**src/rtl/spmp_walk_ctrl.sv**
```systemverilog
// Sequential SPMP checker: walks the entry table one entry per cycle, first match wins.
// Optional macro SPMP_WALK_EARLY_EXIT_EN stops the walk at the first match.
module spmp_walk_ctrl #(
    parameter int unsigned NrEntries = 64,
    parameter int unsigned PlenWidth = 56,
    parameter int unsigned IdxWidth  = (NrEntries > 1) ? $clog2(NrEntries) : 1
) (
    input  logic                 clk_i,
    input  logic                 rst_i,
    input  logic                 flush_i,
    input  logic                 req_valid_i,
    output logic                 req_ready_o,
    input  logic [PlenWidth-1:0] req_addr_i,
    input  logic [1:0]           req_acc_i,
    input  logic                 no_match_allow_i,
    output logic                 rd_en_o,
    output logic [IdxWidth-1:0]  rd_idx_o,
    input  logic [7:0]           rd_cfg_i,
    input  logic [PlenWidth-3:0] rd_addr_i,
    output logic                 rsp_valid_o,
    input  logic                 rsp_ready_i,
    output logic                 rsp_allow_o,
    output logic                 rsp_match_o,
    output logic [IdxWidth-1:0]  rsp_idx_o
);

    localparam int unsigned EaWidth = PlenWidth - 2;
    localparam logic [IdxWidth-1:0] LastIdx = IdxWidth'(NrEntries - 1);

    typedef enum logic [1:0] {IDLE, WALK, RESP} state_e;

    state_e                state_q;
    logic                  ready_q;
    logic                  rd_en_q;
    logic [IdxWidth-1:0]   rd_idx_q;
    logic                  vld_p1;
    logic [IdxWidth-1:0]   idx_p1;
    logic [EaWidth-1:0]    wa_q;
    logic [EaWidth-1:0]    prev_q;
    logic [1:0]            acc_q;
    logic                  nm_allow_q;
    logic                  rsp_valid_q;
    logic                  rsp_allow_q;
    logic                  rsp_match_q;
    logic [IdxWidth-1:0]   rsp_idx_q;
`ifndef SPMP_WALK_EARLY_EXIT_EN
    logic                  found_q;
    logic                  found_allow_q;
    logic [IdxWidth-1:0]   found_idx_q;
`endif

    logic hit_p1;
    logic perm_p1;
    logic unused_bits;

    // Bits [t:0] set, where t is the count of trailing ones of ea.
    function automatic logic [EaWidth-1:0] napot_mask(input logic [EaWidth-1:0] ea);
        logic [EaWidth-1:0] ea_inc;
        ea_inc = ea + EaWidth'(1);
        return ea ^ ea_inc;
    endfunction

    function automatic logic entry_hit(input logic [1:0]         a,
                                       input logic [EaWidth-1:0] ea,
                                       input logic [EaWidth-1:0] prev,
                                       input logic [EaWidth-1:0] wa);
        logic [EaWidth-1:0] m;
        m = napot_mask(ea);
        case (a)
            2'd1:    return (prev <= wa) && (wa < ea);
            2'd2:    return wa == ea;
            2'd3:    return (wa & ~m) == (ea & ~m);
            default: return 1'b0;
        endcase
    endfunction

    function automatic logic perm_bit(input logic [2:0] rwx, input logic [1:0] acc);
        case (acc)
            2'd0:    return rwx[0];
            2'd1:    return rwx[1];
            2'd2:    return rwx[2];
            default: return 1'b0;
        endcase
    endfunction

    always_comb begin
        hit_p1  = entry_hit(rd_cfg_i[4:3], rd_addr_i, prev_q, wa_q);
        perm_p1 = perm_bit(rd_cfg_i[2:0], acc_q);
    end

    assign unused_bits = ^{rd_cfg_i[7:5], req_addr_i[1:0]};

    // A flush kills the read strobe and any pending response in the same cycle.
    assign rd_en_o     = rd_en_q && !flush_i;
    assign rd_idx_o    = rd_idx_q;
    assign req_ready_o = ready_q;
    assign rsp_valid_o = rsp_valid_q && !flush_i;
    assign rsp_allow_o = rsp_allow_q;
    assign rsp_match_o = rsp_match_q;
    assign rsp_idx_o   = rsp_idx_q;

    always_ff @(posedge clk_i) begin
        if (rst_i) begin
            state_q     <= IDLE;
            ready_q     <= 1'b1;
            rd_en_q     <= 1'b0;
            rd_idx_q    <= '0;
            vld_p1      <= 1'b0;
            rsp_valid_q <= 1'b0;
            rsp_allow_q <= 1'b0;
            rsp_match_q <= 1'b0;
            rsp_idx_q   <= '0;
`ifndef SPMP_WALK_EARLY_EXIT_EN
            found_q     <= 1'b0;
`endif
        end else begin
            case (state_q)
                IDLE: begin
                    if (req_valid_i && !flush_i) begin
                        wa_q       <= req_addr_i[PlenWidth-1:2];
                        acc_q      <= req_acc_i;
                        nm_allow_q <= no_match_allow_i;
                        prev_q     <= '0;
                        rd_idx_q   <= '0;
                        rd_en_q    <= 1'b1;
                        ready_q    <= 1'b0;
                        state_q    <= WALK;
`ifndef SPMP_WALK_EARLY_EXIT_EN
                        found_q    <= 1'b0;
`endif
                    end
                end
                WALK: begin
                    if (flush_i) begin
                        state_q  <= IDLE;
                        ready_q  <= 1'b1;
                        rd_en_q  <= 1'b0;
                        rd_idx_q <= '0;
                        vld_p1   <= 1'b0;
                    end else begin
                        // stage p0 -> p1: issued index travels with its data-valid flag
                        vld_p1 <= rd_en_q;
                        idx_p1 <= rd_idx_q;
                        if (rd_en_q) begin
                            if (rd_idx_q == LastIdx) rd_en_q <= 1'b0;
                            else                     rd_idx_q <= rd_idx_q + 1'b1;
                        end
                        // stage p1: compare entry data against the latched request
                        if (vld_p1) begin
                            prev_q <= rd_addr_i;
`ifdef SPMP_WALK_EARLY_EXIT_EN
                            if (hit_p1 || idx_p1 == LastIdx) begin
                                state_q     <= RESP;
                                rd_en_q     <= 1'b0;
                                rd_idx_q    <= '0;
                                vld_p1      <= 1'b0;
                                rsp_valid_q <= 1'b1;
                                rsp_allow_q <= hit_p1 ? perm_p1 : nm_allow_q;
                                rsp_match_q <= hit_p1;
                                rsp_idx_q   <= hit_p1 ? idx_p1 : '0;
                            end
`else
                            if (hit_p1 && !found_q) begin
                                found_q       <= 1'b1;
                                found_allow_q <= perm_p1;
                                found_idx_q   <= idx_p1;
                            end
                            if (idx_p1 == LastIdx) begin
                                state_q     <= RESP;
                                rd_en_q     <= 1'b0;
                                rd_idx_q    <= '0;
                                vld_p1      <= 1'b0;
                                rsp_valid_q <= 1'b1;
                                if (found_q) begin
                                    rsp_allow_q <= found_allow_q;
                                    rsp_match_q <= 1'b1;
                                    rsp_idx_q   <= found_idx_q;
                                end else begin
                                    rsp_allow_q <= hit_p1 ? perm_p1 : nm_allow_q;
                                    rsp_match_q <= hit_p1;
                                    rsp_idx_q   <= hit_p1 ? idx_p1 : '0;
                                end
                            end
`endif
                        end
                    end
                end
                RESP: begin
                    if (flush_i || rsp_ready_i) begin
                        state_q     <= IDLE;
                        ready_q     <= 1'b1;
                        rsp_valid_q <= 1'b0;
                    end
                end
                default: state_q <= IDLE;
            endcase
        end
    end

endmodule

```
**config.mk**
```make
export PLATFORM = sky130hd
export DESIGN_NAME = spmp_walk_ctrl
export DESIGN_NICKNAME = d
export VERILOG_FILES = /design/src/rtl/spmp_walk_ctrl.sv
export SDC_FILE = /design/constraint.sdc
export NUM_CORES = 1
export LEC_CHECK = 0
export BUFFER_PORTS_ARGS = -buffer_cell sky130_fd_sc_hd__buf_2
export CAP_MARGIN = 20
export CELL_PAD_IN_SITES_DETAIL_PLACEMENT = 0
export CELL_PAD_IN_SITES_GLOBAL_PLACEMENT = 1
export CORE_MARGIN = 2
export CORE_UTILIZATION = 46
export DETAILED_ROUTE_END_ITERATION = 8
export PLACE_DENSITY_LB_ADDON = 0.1
export SETUP_SLACK_MARGIN = 0.15
export SLEW_MARGIN = 20
export SYNTH_ARGS = -nofsm -noshare
export SYNTH_HDL_FRONTEND = slang
export SYNTH_SLANG_ARGS = --single-unit
```
**constraint.sdc**
```tcl
create_clock -name clk_i -period 7.95 [get_ports clk_i]
set_input_delay 0.3975 -clock clk_i [delete_from_list [all_inputs] [get_ports clk_i]]
set_output_delay 0.3975 -clock clk_i [all_outputs]
set_load 0.1 [all_outputs]
```
# Word level (Yosys, flattened, before mapping)
# Index checks and enable logic that the tools add are counted.
# totals
in_bits	126
wordCells	117
reg_bits	145
output_inout_bits	17
# classes
n_lt_le_gt_ge	2
n_eq_ne	20
reduce_logical	23
addsub	2
n_mux	47
bitwise	6
# op_table
op	count
2-to-1 mux 54 bit	3
bitwise AND 54 bit	2
== test 54 bit	2
one-hot mux 54 bit (2 select lines)	1
adder 54 x 1 -> 54 bit, second input constant	1
less-or-equal comparator 54 bit	1
less-than comparator 54 bit	1
inverter 54 bit	1
bitwise XOR 54 bit	1
2-to-1 mux 6 bit	8
2-to-1 mux 1 bit	22
AND reduction 5 bit	4
inequality test 2 bit, second input constant	7
== test 6 bit, second input constant	2
one-hot mux 6 bit (2 select lines)	1
AND reduction 4 bit	3
2-to-1 mux 2 bit	5
one-hot mux 1 bit (3 select lines)	3
== test 2 bit, second input constant	4
adder 6 x 1 -> 6 bit, second input constant	1
== test 2 x 1 -> 1 bit, second input constant	3
inequality test 3 bit, second input constant	2
one-hot mux 1 bit (2 select lines)	3
one-hot mux 2 bit (3 select lines)	1
9 further kinds	18

# Logic depth before layout (Yosys ltp)
# logic_depth
depth_word	11
depth_mapped	19
depth_no_buf	19

# Worst setup path after synthesis
# OpenSTA, ideal clock, no wires.
# synth_timing
path_type	register to register
start	register state_q[0]
end	register acc_q[0], enable pin
setup_slack_ps	2439
required_ps	7396
path_stages_with_launch	5
period_less_slack_ps	5511
setup_ps	554
t_arrival_ps	4957
n_path_buf	1
path_cell_list	dfxtp_1 inv_1 ha_1 clkbuf_1 nor3b_1
# synth_via
elab_chain_cells	2
# synth_lines
item	line_no	source
start: declaration	32	state_e state_q;
start signal: assignment	104	state_q <= IDLE;
start signal: assignment	127	state_q <= WALK;
start signal: assignment	135	state_q <= IDLE;
logical NOT 2 bit	117	case (state_q)
AND reduction 3 bit (no line)	-	
end signal: assignment	121	acc_q <= req_acc_i;
end: declaration	40	logic [1:0] acc_q;
# Every way passes these cells.
# A chain may end at the register's enable or synchronous reset.

# Worst setup path in the final report
# layout_timing
start	input port rd_addr_i[11]
end	register found_idx_q[4], enable pin
# layout_via
elab_chain_cells	8
elab_cells_between_ends	12
cone_classes	1 x add/sub; 1 x order compare; 2 x eq/ne; 1 x mux; 4 x bitwise; 3 x reduce/logical
# layout_lines
item	line_no	source
start: declaration	19	input logic [PlenWidth-3:0] rd_addr_i,
adder 54 x 1 -> 54 bit	59	ea_inc = ea + EaWidth'(1);
bitwise XOR 54 bit	60	return ea ^ ea_inc;
inverter 54 bit	72	2'd3: return (wa & ~m) == (ea & ~m);
bitwise AND 54 bit	72	
== test 54 bit	72	
one-hot mux 1 bit (3 select lines) *	69	case (a)
logical AND 1 bit *	163	if (hit_p1 && !found_q) begin
AND reduction 5 bit (no line) *	-	
end signal: assignment	166	found_idx_q <= idx_p1;
end: declaration	49	logic [IdxWidth-1:0] found_idx_q;
# Mark *: on every way between the ends. The rest lies on a longest branch, timed or not.

==> impl_metrics.tcl <==
set metrics [dict create \
    clk_latency_ps 440 \
    crit_arrival_ps 5050 \
    crit_required_ps 8030 \
    syn_area_um2 10700 \
    die_y_um 156.5 \
    yosysTopAreaCell "edfxtp_1" \
    peakVddDrop_mv 0.1098 \
    path_clk_slew_ps 80 \
    io_pins 143 \
    place_hpwl_um 21260 \
    start_kind "input port" \
    ant_nets 0 \
    cp_num_buf_inv 3 \
    rrSetupSlack_ps 4360 \
    power_density_nw_per_um2 166.4 \
    setup-tns-final_ps 0 \
    rsz0062_at_grt "no" \
    drt-initial-drc-count 377 \
    r2r-end "found_idx_q[4]" \
    critical-path-top-delay-family "simple AND/OR/NAND/NOR gates" \
    post-place-ws_ps 2553 \
    synth.most_common_cell "ha_1" \
    ctsResizeCount 0 \
    path_cells "buf_2, inv_2, nor4_4, nand4_4, nor3_4, nand4_4, nor3_4, inv_2, nor2_8, nand3_2, ha_1, xor2_1, a21boi_0, nor4b_1, nand4_1, nor4_2, a21o_1, nand3_4, nor2_1" \
    worst_pin_slew_ps 817.2 \
    initial_core_util 0.4710 \
    synth-main-ff-cell "edfxtp_1" \
    path_class "in2reg" \
    synth_edf_count 124 \
    grt_usage 0.2259 \
    first_global_vias 7908 \
    regToRegStartpoint "wa_q[49]" \
    drt_wl_total_um 26550 \
    synth.area.top_cells "edfxtp_1 35%, ha_1 20%, dfxtp_1 3.9%, inv_1 3.8%, and2_1 3.3%" \
    syn_area_per_cell_um2 10.13 \
    synthTopCellsByCount "167 x ha_1, 124 x edfxtp_1, 109 x inv_1" \
    cp_slowest_cell "nor4_4" \
    cts_hold_buffers 0 \
    grt.overflow.total 0 \
    hold_viol 0 \
    maxCapViolCount 0 \
    htree_levels 4 \
    ys_seq_area_frac 0.3875 \
    holdWs_ps 128.5 \
    fin_util 0.5441 \
    vias_per_cell 5.416 \
    grt_pass1_wl_um 41990 \
    cts_root_buf "clkbuf_16" \
    placementRows 55 \
    yosysWarnings 0 \
    max_freq_ghz 0.2011 \
    syn-num-nets 1349 \
    cpPeakStageDelay_ps 490 \
    dieArea_um2 24490 \
    fp.dieW_um 156.5 \
    clock-sinks 145 \
    async_flop_share 0 \
    hold_path_class "in2reg" \
    nets 1497 \
    finClkSkew_ps 16.48 \
    syn_inst 1056 \
    drive_gt1_frac 0.1808 \
    firstDrtPassIters 5 \
    cts_tree "yes" \
    max-slew-margin-rel 0.4501 \
    portBuffers 137 \
    gp_congestion 0.8336 \
    core_um2 22710 \
    p_leak_nw 5.271 \
    antenna_found_initial 3 \
    max-clock-path-buffers 2 \
    areaGrowthSynthToFinish_pct 15.52 \
    setup_viol_count_final 0 \
    period_share 0.6254 \
    cts_setup_buffers 0 \
    synth_cell_type_count 65 \
    worst_r2r_path_depth 10 \
    synth_top_area_frac 0.3482 \
    cts_buffers 17 \
    hold_start "req_addr_i[15]" \
    holdPathEnd "wa_q[13]" \
    end_kind "flip-flop" \
    final-max-slew-violation-count 0 \
    ys_seq_elements 145 \
    status "complete, no violations" \
    num_vias 8145 \
    power.total_w 0.002057 \
    cp_max_fo 7 \
    setup_slack_ps 2978 \
    drc 0 \
    grt_max_degree 65 \
    min_period_ps 4972 \
    wl_per_cell_um 17.65 \
    holdPathStages 1 \
]
[flip-flops by register name (all words and copies together), names as in the netlist]
signal / cells
rsp_match_o: 1
found_q: 1
idx_p1: 6
rsp_idx_o: 6
nm_allow_q: 1
wa_q: 54
req_ready_o: 1
rd_idx_o: 6
acc_q: 2
rd_en_q: 1
prev_q: 54
vld_p1: 1
found_allow_q: 1
state_q: 2
found_idx_q: 6
rsp_allow_o: 1
rsp_valid_q: 1
[through the flow]
stage / cell area (µm²) / cells
after global placement: 11730 / 1470
final: 12360 / 1504
after CTS: 12350 / 1502
after floorplan: 10700 / 1056
after detailed placement: 11730 / 1470
after global routing: 12350 / 1503
[per-layer routing]
metal	global-route usage	vias up	share of wire
li1	-	4166	-
met4	0.04238	2	0.0076
met1	0.3013	3809	0.47
met3	0.05206	15	0.047
met5	0	-	0.00049
met2	0.3791	153	0.47
[cell usage in the layout, fill, tap and decap left out, drive strengths merged, types with 37 or more instances in the layout]
master and count:
ha 167, buf 141, inv 130, edfxtp 124, nand2 71, a21oi 58
and2 56, o21ai 40, nand4 37
[cell type report]
class / count / area [µm²]
Antenna cell: 2 / 5.005
Multi-Input combinational cell: 774 / 6050
Timing Repair Buffer: 141 / 715.7
Clock inverter: 15 / 190.2
Clock buffer: 17 / 425.4
Fill cell: 2055 / 10350
Tap cell: 285 / 356.6
Inverter: 125 / 469.2
Sequential cell: 145 / 4144
[power by group]
group	internal [W]	leakage, nW	switching [W]
registers	0.000864	1.32	0.0000169
logic	0.000141	3.66	0.000215
clock network	0.000427	0.294	0.000393
[kinds of logic (layout without fill, tap and decap cells)]
kind of cell               after synthesis  count (layout)  synth area share
AOI/OAI and AO/OA                      170             170            0.1014
adders and majority gates              167             167            0.1954
muxes                                    4               4          0.003744
DFF                                    145             145            0.3875
buffers and inverters                  137             298           0.04808
other                                    0               2                 0
and+or+nand+nor                        368             368            0.2107
xor gates and xnor gates                65              65           0.05323
[how the worst max path moves through the flow]
stage,startpoint,to,slack [ps],depth (start not counted)
2_1_floorplan,state_q[0],acc_q[0],2440,4
3_3_place_gp,rd_addr_i[11],found_idx_q[1],2620,19
3_5_place_dp,rd_addr_i[11],found_idx_q[0],2550,19
4_1_cts,rd_addr_i[11],found_allow_q,3000,19
5_1_grt,rd_addr_i[11],found_allow_q,2660,19
6_report,rd_addr_i[11],found_idx_q[4],2980,19
(Power assumes the default switching activity.)
